<file path="src/rtl/hazard_detection_unit.sv">
// hazard_detection_unit
// Stall/flush controller for the 5-stage pipeline. It covers three cases
// that operand bypassing cannot: load-use hazards, branches resolved taken
// in MEM, and multi-cycle EX operations.
// Optional build macro: HAZARD_STATS_EN adds the stall_cycles and
// flush_events counters and their output ports.
module hazard_detection_unit #(
    parameter int MC_LATENCY = 4,   // total EX cycles of a multi-cycle op (2..16)
    parameter int CNT_W      = 4    // wide enough to hold MC_LATENCY-2
) (
    input  logic       clk_i,
    input  logic       rst_i,
    input  logic [4:0] ID_Rs_addr,
    input  logic [4:0] ID_Rt_addr,
    input  logic       ID_uses_Rt,
    input  logic [4:0] ID_EX_Rt_addr,
    input  logic       ID_EX_MemRead,
    input  logic       ID_EX_MultiCycle,
    input  logic       branch_taken,
    output logic       PC_Write,
    output logic       IF_ID_Write,
    output logic       ID_EX_Write,
    output logic       IF_ID_Flush,
    output logic       ID_EX_Flush,
    output logic       EX_Mem_Flush,
    output logic       busy
`ifdef HAZARD_STATS_EN
    ,
    output logic [31:0] stall_cycles,
    output logic [15:0] flush_events
`endif
);

    typedef enum logic {
        RUN     = 1'b0,
        MC_WAIT = 1'b1
    } state_t;

    state_t           state_reg;
    state_t           state_next;
    logic [CNT_W-1:0] cnt_reg;
    logic [CNT_W-1:0] cnt_next;
    logic             load_use;

    // The load in EX writes a register that the instruction in ID reads.
    // $0 is never a real destination, so it never stalls.
    assign load_use = ID_EX_MemRead && (ID_EX_Rt_addr != 5'd0) &&
                      ((ID_EX_Rt_addr == ID_Rs_addr) ||
                       (ID_uses_Rt && (ID_EX_Rt_addr == ID_Rt_addr)));

    // State and wait-counter register.
    always_ff @(posedge clk_i or posedge rst_i) begin
        if (rst_i) begin
            state_reg <= RUN;
            cnt_reg   <= '0;
        end else begin
            state_reg <= state_next;
            cnt_reg   <= cnt_next;
        end
    end

    // Next state and Mealy outputs. Priority: branch > multi-cycle > load-use.
    always_comb begin
        state_next   = state_reg;
        cnt_next     = cnt_reg;
        PC_Write     = 1'b1;
        IF_ID_Write  = 1'b1;
        ID_EX_Write  = 1'b1;
        IF_ID_Flush  = 1'b0;
        ID_EX_Flush  = 1'b0;
        EX_Mem_Flush = 1'b0;
        busy         = 1'b0;

        if (rst_i) begin
            // Hold the whole front end frozen and flushed while in reset.
            PC_Write     = 1'b0;
            IF_ID_Write  = 1'b0;
            ID_EX_Write  = 1'b0;
            IF_ID_Flush  = 1'b1;
            ID_EX_Flush  = 1'b1;
            EX_Mem_Flush = 1'b1;
            state_next   = RUN;
            cnt_next     = '0;
        end else if (branch_taken) begin
            // Squash everything younger than the branch, including any
            // multi-cycle op still in EX (this is the abort path).
            IF_ID_Flush  = 1'b1;
            ID_EX_Flush  = 1'b1;
            EX_Mem_Flush = 1'b1;
            state_next   = RUN;
            cnt_next     = '0;
        end else begin
            case (state_reg)
                RUN: begin
                    if (ID_EX_MultiCycle) begin
                        PC_Write     = 1'b0;
                        IF_ID_Write  = 1'b0;
                        ID_EX_Write  = 1'b0;
                        EX_Mem_Flush = 1'b1;
                        busy         = 1'b1;
                        state_next   = MC_WAIT;
                        // The entry cycle and the advance cycle both count
                        // towards EX occupancy, hence the -2.
                        cnt_next     = CNT_W'(MC_LATENCY - 2);
                    end else if (load_use) begin
                        // One bubble; it clears itself since it has MemRead=0.
                        PC_Write     = 1'b0;
                        IF_ID_Write  = 1'b0;
                        ID_EX_Flush  = 1'b1;
                    end
                end
                MC_WAIT: begin
                    if (cnt_reg != '0) begin
                        PC_Write     = 1'b0;
                        IF_ID_Write  = 1'b0;
                        ID_EX_Write  = 1'b0;
                        EX_Mem_Flush = 1'b1;
                        busy         = 1'b1;
                        cnt_next     = cnt_reg - 1'b1;
                    end else begin
                        // Advance cycle: the op leaves EX. A younger
                        // instruction can still raise a load-use stall here.
                        if (load_use) begin
                            PC_Write    = 1'b0;
                            IF_ID_Write = 1'b0;
                            ID_EX_Flush = 1'b1;
                        end
                        state_next = RUN;
                    end
                end
                default: begin
                    state_next = RUN;
                    cnt_next   = '0;
                end
            endcase
        end
    end

`ifdef HAZARD_STATS_EN
    // Free-running statistics; both wrap on overflow.
    always_ff @(posedge clk_i or posedge rst_i) begin
        if (rst_i) begin
            stall_cycles <= '0;
            flush_events <= '0;
        end else begin
            if (!PC_Write)
                stall_cycles <= stall_cycles + 32'd1;
            if (branch_taken)
                flush_events <= flush_events + 16'd1;
        end
    end
`endif

endmodule

</file>
<file path="config.mk">
export PLATFORM = sky130hd
export DESIGN_NAME = hazard_detection_unit
export DESIGN_NICKNAME = d
export VERILOG_FILES = /design/src/rtl/hazard_detection_unit.sv
export SDC_FILE = /design/constraint.sdc
export NUM_CORES = 1
export LEC_CHECK = 0
export CAP_MARGIN = 20
export CORE_AREA = 4 4 41 43
export DETAILED_ROUTE_END_ITERATION = 7
export DIE_AREA = 0 0 45 47
export GPL_ROUTABILITY_DRIVEN = 0
export HOLD_SLACK_MARGIN = 0.02
export PLACE_DENSITY = 0.75
export SLEW_MARGIN = 20
export SYNTH_ARGS = -nofsm -noshare
export SYNTH_HDL_FRONTEND = slang
export SYNTH_SLANG_ARGS = --single-unit
</file>
<file path="constraint.sdc">
create_clock -name clk_i -period 7.6 [get_ports clk_i]
set_clock_uncertainty 0.05 [all_clocks]
set_input_delay 2.28 -clock clk_i [delete_from_list [all_inputs] [get_ports clk_i]]
set_output_delay 2.28 -clock clk_i [all_outputs]
set_load 0.02 [all_outputs]
</file>
# Yosys cells after proc, flatten, opt, wreduce, memory -nomap -nowiden
# Index checks and enable logic that the tools add are counted.
op_classes:
  addsub: 1
  n_eq_ne: 4
  mux: 31
  bitwise_logic: 1
  n_reduce_logical: 7
op_table:
  columns: ["cell", "count"]
  rows:
  - ["1-bit 2-to-1 mux", 22]
  - ["4-bit 2-to-1 mux", 4]
  - ["5-bit == test", 2]
  - ["1-bit one-hot mux with 2 select lines", 4]
  - ["4-bit one-hot mux with 2 select lines", 1]
  - ["5-bit nonzero test", 1]
  - ["4-bit by 3-bit != test with 1-bit output (second input constant)", 1]
  - ["4-bit != test (second input constant)", 1]
  - ["4-bit nonzero test", 1]
  - ["4-bit by 1-bit subtractor with 4-bit output (second input constant)", 1]
  - ["1-bit logical AND", 3]
  - ["2-bit AND reduction", 1]
  - ["1-bit logical OR", 1]
  - ["1-bit inverter", 1]
word_totals:
  reg_bits: 5
  in_bits: 21
  out_inout_bits: 7
  elab_cells: 46

# Depth between registers and ports, before layout
depth:
  depth_word: 9
  depth_mapped: 7
  depth_no_buf: 6

# Worst setup path before layout
# No wires, ideal clock.
synth_path:
  path_kind: "input -> output"
  from: "in ID_EX_Rt_addr[1]"
  to: "out PC_Write"
  t_arrival_ns: 3.464
  required_time_ns: 5.270
  setup_slack_ns: 1.806
  stages: 4
  n_path_buf: 1
  path_cell_list: "or4_1 o21ai_0 o311a_1 buf_4"
synth_via:
  elab_chain_cells: 9
  word_cells_on_any_way: 13
  cone_classes: "eq/ne (2); mux (6); reduce/logical (5)"
synth_lines:
  columns: ["item", "line_no", "rtl"]
  rows:
  - ["start, declared", "16", "input logic [4:0] ID_EX_Rt_addr,"]
  - ["5-bit == test", "49", "(ID_uses_Rt && (ID_EX_Rt_addr == ID_Rt_addr)));"]
  - ["1-bit logical AND", "49", null]
  - ["1-bit logical OR", "48", "((ID_EX_Rt_addr == ID_Rs_addr) ||"]
  - ["1-bit logical AND *", "47", "assign load_use = ID_EX_MemRead && (ID_EX_Rt_addr != 5'd0) &&"]
  - ["1-bit 2-to-1 mux *", null, null]
  - ["1-bit 2-to-1 mux (on tied branches)", null, null]
  - ["1-bit one-hot mux with 2 select lines *", null, null]
  - ["1-bit 2-to-1 mux * (2 in a row)", null, null]
  - ["end, declared", "20", "output logic PC_Write,"]
# Every way passes the cells marked *; elsewhere a longest branch is shown, timed or not.

# Worst setup path after layout
layout_path:
  from: "in ID_EX_Rt_addr[1]"
  to: "out IF_ID_Write"
layout_via:
  elab_chain_cells: 9
  word_cells_on_any_way: 13
  cone_classes: "eq/ne (2); mux (6); reduce/logical (5)"
layout_lines:
  columns: ["item", "line_no", "rtl"]
  rows:
  - ["5-bit == test", "49", null]
  - ["1-bit logical AND", "49", null]
  - ["1-bit logical OR", "48", null]
  - ["1-bit logical AND *", "47", null]
  - ["1-bit 2-to-1 mux *", "105, 123", null]
  - ["1-bit 2-to-1 mux (on tied branches)", "113, 95", null]
  - ["1-bit one-hot mux with 2 select lines *", "93", "case (state_reg)"]
  - ["1-bit 2-to-1 mux *", "84", "end else if (branch_taken) begin"]
  - ["1-bit 2-to-1 mux *", "74", "if (rst_i) begin"]
  - ["end, declared", "21", "output logic IF_ID_Write,"]
# Marks and branches as above.

==> qor.yml <==
critical_path:
  cp-end-kind: "primary output"
  path_class: "primary input to primary output"
  ff2ff_path_depth: 5
  crit_fanout: 3
  crit_arrival_ns: 4.35
  worstPathRequired_ns: 5.27
  r2r_slack_ns: 6.22
  start_kind: "primary input"
  worstReg2RegEnd: "cnt_reg[1]$_DFFE_PP0P_"
  r2r_start: "cnt_reg[0]$_DFFE_PP0P_"
global_routing:
  antenna_found_initial: 0
  overflow: 0
  grt_pass1_wl_um: 1800
  grt_max_degree: 8
  first_global_vias: 495
  grt_usage: 0.1205
synthesis:
  netlist_area_um2: 454.2
  syn_nets: 77
  syn_inst: 54
  yosysSeqAreaShare: 0.2755
  syn_area_per_cell_um2: 8.411
  ys_types: 24
  ys_ff_latch: 5
  synth_warnings: 0
power:
  p_seq_frac: 0.316
  internal_power_w: 0.00006531
  power_switching_w: 0.00002336
  ir_worst_vdd_mv: 0.05865
  p_per_area_mw_per_mm2: 116.4
  switching_share: 0.2635
  leakagePower_nw: 0.3119
  power.total_w: 0.00008867
  power_frac_clock: 0.327
  p_comb_frac: 0.358
min_path:
  hp-class: "flop to flop"
  min_path_cells: 2
  hold_end: "cnt_reg[3]$_DFFE_PP0P_"
  min_from: "cnt_reg[3]$_DFFE_PP0P_"
routing:
  drt_iter0_drc: 1
  met2_length_um: 538
  ant_nets: 0
  vias_per_cell: 4.990
  drt_drc_violations_left: 0
  wirelength_met1_um: 398
  vias: 494
  wire_per_inst_um: 11.10
  wl_met3_um: 161
  dr.pass1.iters: 4
  wl_um: 1099
  top_layer: "met3"
sta:
  slew_headroom: 0.6784
  fin_tns_setup_ns: 0
  hold_viol_final: 0
  fmax_mhz: 149.7
  tightest_slew_ns: 0.4774
  holdWs_ns: 0.5277
  period_minus_slack_ns: 6.682
  setup_viol: 0
  rsz0062_at_grt: "false"
  period_share: 0.8792
  maxSlewViolCount: 0
cts:
  clk_latency_ns: 0.23
  cts_resized: 0
  htree_levels: 1
  root_buffer: "clkbuf_4"
  cts_sinks: 5
  clock_path_buffers: 2
  cts-hold-fix-buffers: 0
  cts_buffers: 3
  clk_pin_slew_ns: 0.04
  cts_setup_buffers: 0
  cts_tree: "done"
die:
  row_count: 13
  fp.dieArea_mm2: 0.002115
  ios: 28
  coreArea_mm2: 0.001301
  start_util: 0.3490
  dieWidth_um: 45
  die_h_um: 47
cells_and_area:
  area_growth_pct: 67.77
  nNetsFinal: 108
  fillCellCount: 138
  seq_area_um2: 125.1
  layout-drive-gt1-share: 0.05952
  largest_register_ffs: 4
  multi_input_area_um2: 299.0
  diodes: 0
placed_design:
  port-buffer-count: 27
  dp_hpwl_um: 998.5
outcome:
  status: "finished, final reports clean"
job:
  drv_cap: 0
power by group through the flow:
stage | Combinational (W) | Sequential, W | Clock (W)
after floorplan | 0.0000143 | 0.0000281 | 0
after global placement | 0.0000318 | 0.0000283 | 0
after detailed placement | 0.0000321 | 0.0000283 | 0
after CTS | 0.0000322 | 0.0000280 | 0.0000304
after global routing | 0.0000345 | 0.0000280 | 0.0000320
final | 0.0000317 | 0.0000280 | 0.0000290
per-stage QoR:
| stage | cells | instance area (µm²) | worst slack, ns | utilization |
|---|---|---|---|---|
| after detailed placement | 95 | 735.7 | 0.9074 | 0.5654 |
| after CTS | 99 | 762.0 | 0.8984 | 0.5856 |
| after global routing | 99 | 762.0 | 0.8176 | 0.5856 |
| final | 99 | 762.0 | 0.9178 | 0.5856 |
| after global placement | 95 | 735.7 | 0.9595 | 0.5654 |
| after floorplan | 54 | 454.2 | 1.806 | - |
cell families after synthesis:
group,synth area share
and+or+nand+nor,0.2507
xor gates and xnor gates,0.2121
AOI/OAI and AO/OA,0.1405
buffers and inverters,0.06612
DFF,0.2755
adders and majority gates,0.05509
placed cells by master (no fill, tap or decap):
cell type        synthesis  layout
a32oi_1                  1       1
clkbuf_4                 0       3
xor2_1                   9       9
a21oi_1                  2       2
or4b_1                   1       1
or4_1                    1       1
ha_1                     2       2
and3_1                   1       1
o21ai_0                  4       4
and2_1                   1       1
or2_2                    1       1
o31ai_1                  1       1
dfrtp_1                  5       5
o311a_1                  1       1
clkbuf_1                 0       1
nor3_1                   2       2
xnor2_1                  2       2
nand4bb_1                1       1
nor2_1                   6       6
a211oi_1                 1       1
nor4_2                   1       1
nand2b_1                 1       1
nand2_1                  2       2
clkdlybuf4s50_1          0      27
inv_1                    6       6
nor3b_1                  1       1
worst max-delay path, stage by stage:
cell and delay (ns):
clkdlybuf4s50_1 0.46, or4_1 0.55, o21ai_0 0.24, o311a_1 0.21, clkdlybuf4s50_1 0.61
final cells by class:
type / instances / area share
Multi-Input combinational cell: 42 / 0.3924
Timing Repair Buffer: 27 / 0.3547
Sequential cell: 5 / 0.1642
Clock buffer: 4 / 0.03448
Inverter: 6 / 0.02956
Tap cell: 15 / 0.02463
metal layers:
layer,up-vias,global-route usage
met5,-,0
met3,0,0.04981
li1,244,-
met4,0,0.08772
met2,26,0.2288
met1,224,0.09885
how the worst max path moves through the flow:
stage                     depth (start not counted)     endpoint        startpoint  slack, ns
after floorplan                                   4     PC_Write  ID_EX_Rt_addr[1]       1.81
after global routing                              5  IF_ID_Write  ID_EX_Rt_addr[1]       0.82
final                                             5  IF_ID_Write  ID_EX_Rt_addr[1]       0.92
after global placement                            5     PC_Write  ID_EX_Rt_addr[1]       0.96
after detailed placement                          5  IF_ID_Write  ID_EX_Rt_addr[1]       0.91
after CTS                                         5  IF_ID_Write  ID_EX_Rt_addr[1]       0.90
synthesized netlist by cell type:
master     instances  share of area
inv_1              6          0.050
dfrtp_1            5           0.28
buf_4              1          0.017
xor2_1             9           0.17
nand4bb_1          1          0.025
nor3b_1            1          0.017
a211oi_1           1          0.017
nor2_1             6          0.050
xnor2_1            2          0.039
o31ai_1            1          0.017
a21oi_1            2          0.022
o21ai_0            4          0.044
or4_1              1          0.017
nand2_1            2          0.017
ha_1               2          0.055
or4b_1             1          0.022
a32oi_1            1          0.019
nor3_1             2          0.022
and3_1             1          0.014
nand2b_1           1          0.014
o311a_1            1          0.022
or2_2              1          0.014
and2_1             1          0.014
nor4_2             1          0.028
No activity file was read; power rests on OpenSTA's default activity.
